## src/rtl/udp_decode.sv

```systemverilog
// UDP header decoder: captures the 8-byte UDP header that follows the IPv4 header,
// forwards the payload with one cycle of latency and verifies the UDP checksum.
module udp_decode #(
    parameter logic [15:0] LOCAL_PORT = 16'd1234,
    parameter bit          CSUM_EN    = 1'b1
) (
    input  logic        clk,
    input  logic        rst,
    input  logic        valid_i,
    input  logic [7:0]  din_i,
    input  logic        hdr_done_i,
    input  logic [31:0] ip_sa_i,
    input  logic [31:0] ip_da_i,
    output logic [15:0] src_port_o,
    output logic [15:0] dst_port_o,
    output logic [15:0] udp_len_o,
    output logic [7:0]  pl_data_o,
    output logic        pl_valid_o,
    output logic        pl_last_o,
    output logic        done_o,
    output logic        err_o
);

    localparam int unsigned CNT_W  = 16;
    localparam int unsigned WORD_W = 16;
    localparam int unsigned BYTE_W = 8;

    typedef enum logic [2:0] {
        IDLE    = 3'd0,
        HDR     = 3'd1,
        PAYLOAD = 3'd2,
        CHECK   = 3'd3,
        DROP    = 3'd4
    } state_e;

    state_e              state_q, state_d;
    logic [CNT_W-1:0]    cnt_q, cnt_d;
    logic [WORD_W-1:0]   sum_q, sum_d;
    logic [BYTE_W-1:0]   hi_q, hi_d;
    logic [WORD_W-1:0]   src_port_q, src_port_d;
    logic [WORD_W-1:0]   dst_port_q, dst_port_d;
    logic [WORD_W-1:0]   udp_len_q, udp_len_d;
    logic [WORD_W-1:0]   csum_q, csum_d;
    logic [BYTE_W-1:0]   pl_data_q, pl_data_d;
    logic                pl_valid_q, pl_valid_d;
    logic                pl_last_q, pl_last_d;
    logic                done_q, done_d;
    logic                err_q, err_d;
    logic                valid_q;

    logic [CNT_W-1:0]    cnt_inc_c;
    logic [WORD_W-1:0]   word_c;
    logic [WORD_W-1:0]   seed_c;

    // One's-complement 16-bit add with end-around carry.
    function automatic logic [WORD_W-1:0] oc_add(input logic [WORD_W-1:0] a,
                                                 input logic [WORD_W-1:0] b);
        logic [WORD_W:0] s;
        s = {1'b0, a} + {1'b0, b};
        return s[WORD_W-1:0] + WORD_W'(s[WORD_W]);
    endfunction

    assign cnt_inc_c = (cnt_q == {CNT_W{1'b1}}) ? cnt_q : cnt_q + CNT_W'(1);
    assign word_c    = {hi_q, din_i};
    // Pseudo-header without udp_len, which joins once it has been captured.
    assign seed_c    = oc_add(oc_add(oc_add(oc_add(ip_sa_i[31:16], ip_sa_i[15:0]),
                                             ip_da_i[31:16]), ip_da_i[15:0]),
                              WORD_W'(16'h0011));

    always_ff @(posedge clk) begin
        if (rst) begin
            state_q    <= IDLE;
            cnt_q      <= '0;
            sum_q      <= '0;
            hi_q       <= '0;
            src_port_q <= '0;
            dst_port_q <= '0;
            udp_len_q  <= '0;
            csum_q     <= '0;
            pl_data_q  <= '0;
            pl_valid_q <= 1'b0;
            pl_last_q  <= 1'b0;
            done_q     <= 1'b0;
            err_q      <= 1'b0;
            valid_q    <= 1'b0;
        end else begin
            state_q    <= state_d;
            cnt_q      <= cnt_d;
            sum_q      <= sum_d;
            hi_q       <= hi_d;
            src_port_q <= src_port_d;
            dst_port_q <= dst_port_d;
            udp_len_q  <= udp_len_d;
            csum_q     <= csum_d;
            pl_data_q  <= pl_data_d;
            pl_valid_q <= pl_valid_d;
            pl_last_q  <= pl_last_d;
            done_q     <= done_d;
            err_q      <= err_d;
            valid_q    <= valid_i;
        end
    end

    always_comb begin
        state_d    = state_q;
        cnt_d      = cnt_q;
        sum_d      = sum_q;
        hi_d       = hi_q;
        src_port_d = src_port_q;
        dst_port_d = dst_port_q;
        udp_len_d  = udp_len_q;
        csum_d     = csum_q;
        pl_data_d  = pl_data_q;
        pl_valid_d = 1'b0;
        pl_last_d  = 1'b0;
        done_d     = done_q;
        err_d      = err_q;

        if (hdr_done_i) begin
            // A new header always wins, silently abandoning any datagram in flight.
            state_d = HDR;
            cnt_d   = '0;
            sum_d   = seed_c;
            done_d  = 1'b0;
            err_d   = 1'b0;
        end else begin
            case (state_q)
                IDLE: state_d = IDLE;
                HDR: begin
                    if (valid_i) begin
                        cnt_d = cnt_inc_c;
                        if (!cnt_q[0]) hi_d = din_i;
                        else           sum_d = oc_add(sum_q, word_c);
                        case (cnt_q[2:0])
                            3'd0: src_port_d[15:8] = din_i;
                            3'd1: src_port_d[7:0]  = din_i;
                            3'd2: dst_port_d[15:8] = din_i;
                            3'd3: dst_port_d[7:0]  = din_i;
                            3'd4: udp_len_d[15:8]  = din_i;
                            3'd5: begin
                                // Length enters the sum twice: header word and pseudo-header.
                                udp_len_d[7:0] = din_i;
                                sum_d          = oc_add(oc_add(sum_q, word_c), word_c);
                            end
                            3'd6: csum_d[15:8] = din_i;
                            3'd7: begin
                                csum_d[7:0] = din_i;
                                if (udp_len_q < WORD_W'(8)) begin
                                    err_d   = 1'b1;
                                    state_d = DROP;
                                end else if (dst_port_q != LOCAL_PORT) begin
                                    state_d = DROP;
                                end else if (udp_len_q == WORD_W'(8)) begin
                                    state_d = CHECK;
                                end else begin
                                    state_d = PAYLOAD;
                                end
                            end
                        endcase
                    end else if (valid_q) begin
                        err_d   = 1'b1;
                        state_d = IDLE;
                    end
                end
                PAYLOAD: begin
                    if (valid_i) begin
                        pl_data_d  = din_i;
                        pl_valid_d = 1'b1;
                        cnt_d      = cnt_inc_c;
                        if (!cnt_q[0]) hi_d = din_i;
                        else           sum_d = oc_add(sum_q, word_c);
                        if (cnt_q == udp_len_q - WORD_W'(1)) begin
                            pl_last_d = 1'b1;
                            state_d   = CHECK;
                            // Odd-length payload: final byte is padded with a zero low byte.
                            if (!cnt_q[0]) sum_d = oc_add(sum_q, {din_i, 8'h00});
                        end
                    end else begin
                        err_d   = 1'b1;
                        state_d = IDLE;
                    end
                end
                CHECK: begin
                    if (CSUM_EN && (csum_q != '0) && (sum_q != 16'hFFFF)) err_d  = 1'b1;
                    else                                                    done_d = 1'b1;
                    state_d = IDLE;
                end
                DROP: begin
                    if (!valid_i) state_d = IDLE;
                end
                default: state_d = IDLE;
            endcase
        end
    end

    assign src_port_o = src_port_q;
    assign dst_port_o = dst_port_q;
    assign udp_len_o  = udp_len_q;
    assign pl_data_o  = pl_data_q;
    assign pl_valid_o = pl_valid_q;
    assign pl_last_o  = pl_last_q;
    assign done_o     = done_q;
    assign err_o      = err_q;

endmodule

```

## config.mk

```make
export PLATFORM = sky130hd
export DESIGN_NAME = udp_decode
export DESIGN_NICKNAME = d
export VERILOG_FILES = /design/src/rtl/udp_decode.sv
export SDC_FILE = /design/constraint.sdc
export NUM_CORES = 1
export LEC_CHECK = 0
export ABC_CLOCK_PERIOD_IN_PS = 16500
export CELL_PAD_IN_SITES_DETAIL_PLACEMENT = 1
export CELL_PAD_IN_SITES_GLOBAL_PLACEMENT = 2
export CORE_AREA = 8 8 165 284
export CTS_CLUSTER_SIZE = 20
export DETAILED_ROUTE_END_ITERATION = 8
export DIE_AREA = 0 0 173 292
export PLACE_DENSITY_LB_ADDON = 0.12
export SYNTH_ARGS = -nofsm -noshare
export SYNTH_HDL_FRONTEND = slang
export SYNTH_SLANG_ARGS = --single-unit
```

## constraint.sdc

```tcl
create_clock -name clk -period 16.5 [get_ports clk]
set_clock_uncertainty 0.15 [all_clocks]
set_input_delay 4.125 -clock clk [delete_from_list [all_inputs] [get_ports clk]]
set_output_delay 4.125 -clock clk [all_outputs]
set_load 0.05 [all_outputs]
```

==> run metrics, run 1 <==
routability cong. 0.901; Initial Util 29.5%; Worst VDD drop 0.0841 mV; Post-synth EDFFs 0; crit path time final 15,580 ps; reg2reg start sum_q[0]$_SDFFE_PP0P_; worst skew pair latency 430 ps; largest net degree at the start of global routing 90; ratio of cells with drive above 1 in the final layout 12.0%; synthesis-to-layout area growth 27.3%; flip-flop and latch count after synthesis 120; Commonest cells post-synth nor2_1 (168), nand2_1 (141), dfxtp_1 (120); r2r endpoint sum_q[14]$_SDFFE_PP0P_; crit path max fanout 4; Fill cells 5,251; Crit. Startpoint ip_sa_i[2]; CTS Buf Count 17; sequential element share of the synthesized area 18.9%; Pre-antenna DRT Iters 4; GR Util All Layers 20.2%; Remaining DRCs 0; CTS Buffer Depth 2; DRT iter0 DRCs 487; final setup margin 920 ps; Die X 173 um; CP Class input pin to flop; hold buffers post-CTS 0; top-area cell type share of the netlist area 18.9%; # IOs 136; Avg Cell Area, Syn 7.72 um2; WP buf/inv 2; drt total wl 51,500 um; H-Tree Depth 4; hold endpoint done_o$_SDFFE_PP0P_; Clock transition at path regs 60 ps; Max Cap Viol 0; Die H 292 um; Worst Setup Start Kind input pin; Std-Cell Rows 101; Slowest cell on crit path or4_4; vias in the first global route 14,343; pre-CTS setup slack -376 ps; outcome finished, final reports clean; Worst Min Path Start done_o$_SDFFE_PP0P_; vias 13,271; Mapped Cells 1,643; ANT cells 0; CORE AREA 43,000 um2; area of the multi-input gates 9960 um2; crit path capture type flop; register area 2400 um2; worst hold-check path type flop to flop; most common cell in the synthesized netlist nor2_1; Power, Total 2.77 mW; Worst R2R Path Depth 34; detailed-route wire length per cell 21.2 um; post-synthesis net count 1,836; CP top delay family compound AO/OA/AOI/OAI gates; Critical Path RT 16,700 ps; relative slew slack 30.3%; Total Die Area 50,500 um2; dominant cell type by area after synthesis dfxtp_1; Final setup viols 0; CP arrival 15,780 ps; TritonCTS clock tree built; nets@finish 2,048; Tcrit/Tclk final 94.4%; Yosys cell types 98; mapped cell area 12,700 um2; Port Buffers 135; Crit path top cell by count ha_1; final cell count without fillers 2,434; final slew viol count 0; f_max 64.2 MHz; Final Hold Fails 0; first-pass GRT wire length 80,900 um; remaining global-route overflow 0; Final ANT Viol Nets 0; RSZ-0062 raised after global routing no; DP HPWL 42,300 um; Pleak 6.38 nW; Synth area leaders dfxtp_1 (19%), ha_1 (11%), xnor2_1 (7.5%), nor2_1 (5.0%), mux2i_1 (4.8%); slowest stage delay, CP 580 ps; initial antenna violation count 0; CTS root buffer clkbuf_16; pwr dens 172 nW/um2; # placed instances 2,393; vias per inst 5.45; R2R Setup Slk 7900 ps; FFs w/ async S/R, synth 0%; Top FF cell, synth dfxtp_1; Num Clock Sinks 120; Ys Warns 0; hold depth 2; pin slew with the least headroom to its limit 1040 ps
[registers in the layout, indices dropped and copies added (netlist names), 3 cells and up]
name,count
cnt_q,16
csum_q,16
dst_port_o,16
hi_q,8
pl_data_o,8
src_port_o,16
state_q,3
sum_q,16
udp_len_o,16
[power by group]
part | internal, mW | switching [mW]
clock network | 0.210 | 0.155
logic | 0.847 | 1.19
registers | 0.308 | 0.0581
total | 1.37 | 1.41
[placed cells by master, fill, tap and decap left out, drive strengths merged, types with 17 or more instances in the layout]
cell type      netlist  layout
nor2               169     169
nand2              142     142
clkdlybuf4s50        0     130
buf                 10     126
dfxtp              120     120
a21oi              115     115
ha                 111     111
xnor2              110     110
o21ai               71      71
nand3               68      68
inv                 58      63
mux2i               61      61
xor2                52      52
nor3                43      43
a211oi              33      33
a21o                32      32
nand4               27      27
o211ai              23      23
and3                23      23
nor4                23      23
nor2b               19      19
o21a                19      19
nand2b              18      18
clkbuf              57      17
[kinds of logic (layout without fill, tap and decap cells)]
logic type | count (synthesis) | in the layout | share of synthesized area [%]
flops | 120 | 120 | 18.9
fa+ha+maj | 117 | 117 | 11.9
buf+inv | 125 | 350 | 3.86
simple gates | 631 | 631 | 25.7
compound gates | 419 | 419 | 22.4
mux | 65 | 65 | 5.17
xor+xnor | 166 | 166 | 12.1
[layout make-up]
type / instances / area share (%)
multi-input combinational: 1398 / 61.7
sequential: 120 / 14.9
timing repair buffer: 260 / 14.2
tap: 566 / 4.38
clock buffer: 17 / 2.63
inverter: 58 / 1.35
clock inverter: 15 / 0.898
[repair_timing]
action,CTS,global route
gates resized for setup,0,41
buffers inserted,0,9
setup endpoints to repair,0,15
[per-stage QoR]
stage	TNS (ps)	cell area (um2)	hold WS [ps]	util, %
2_1_floorplan	0	12700	286	-
3_3_place_gp	-31.5	15300	290	35.7
3_5_place_dp	-958	15300	298	35.7
4_1_cts	0	15900	307	37.0
5_1_grt	0	16200	332	37.6
6_report	0	16200	304	37.6
[worst max-delay path by stage]
stage	endpoint	depth (start not counted)
2_1_floorplan	sum_q[15]$_SDFFE_PP0P_	61
6_report	sum_q[15]$_SDFFE_PP0P_	62
5_1_grt	sum_q[15]$_SDFFE_PP0P_	61
3_3_place_gp	sum_q[15]$_SDFFE_PP0P_	64
3_5_place_dp	sum_q[15]$_SDFFE_PP0P_	63
4_1_cts	sum_q[15]$_SDFFE_PP0P_	63
[tightest hold or removal path, stage by stage (launching register included)]
cell	delay, ps
dfxtp_1	310
inv_1	50
a21oi_1	50
[layer usage]
metal | vias to the layer above | GRT usage (%) | share of wire [%] | wire length [um]
li1 | 6473 | - | - | -
met1 | 6429 | 18.0 | 34 | 17600
met2 | 255 | 41.4 | 57 | 29300
met3 | 114 | 2.60 | 2.5 | 1290
met4 | 0 | 12.7 | 6.4 | 3280
met5 | - | 0 | 0 | 0
Note: power is estimated with default switching activity, not from simulation.
==> run 2: changes to the inputs <==
CAP_MARGIN = 5   (was default)
==> results of run 2 <==
Same layout as run 1: the final DEF is identical, and so are final timing and power.
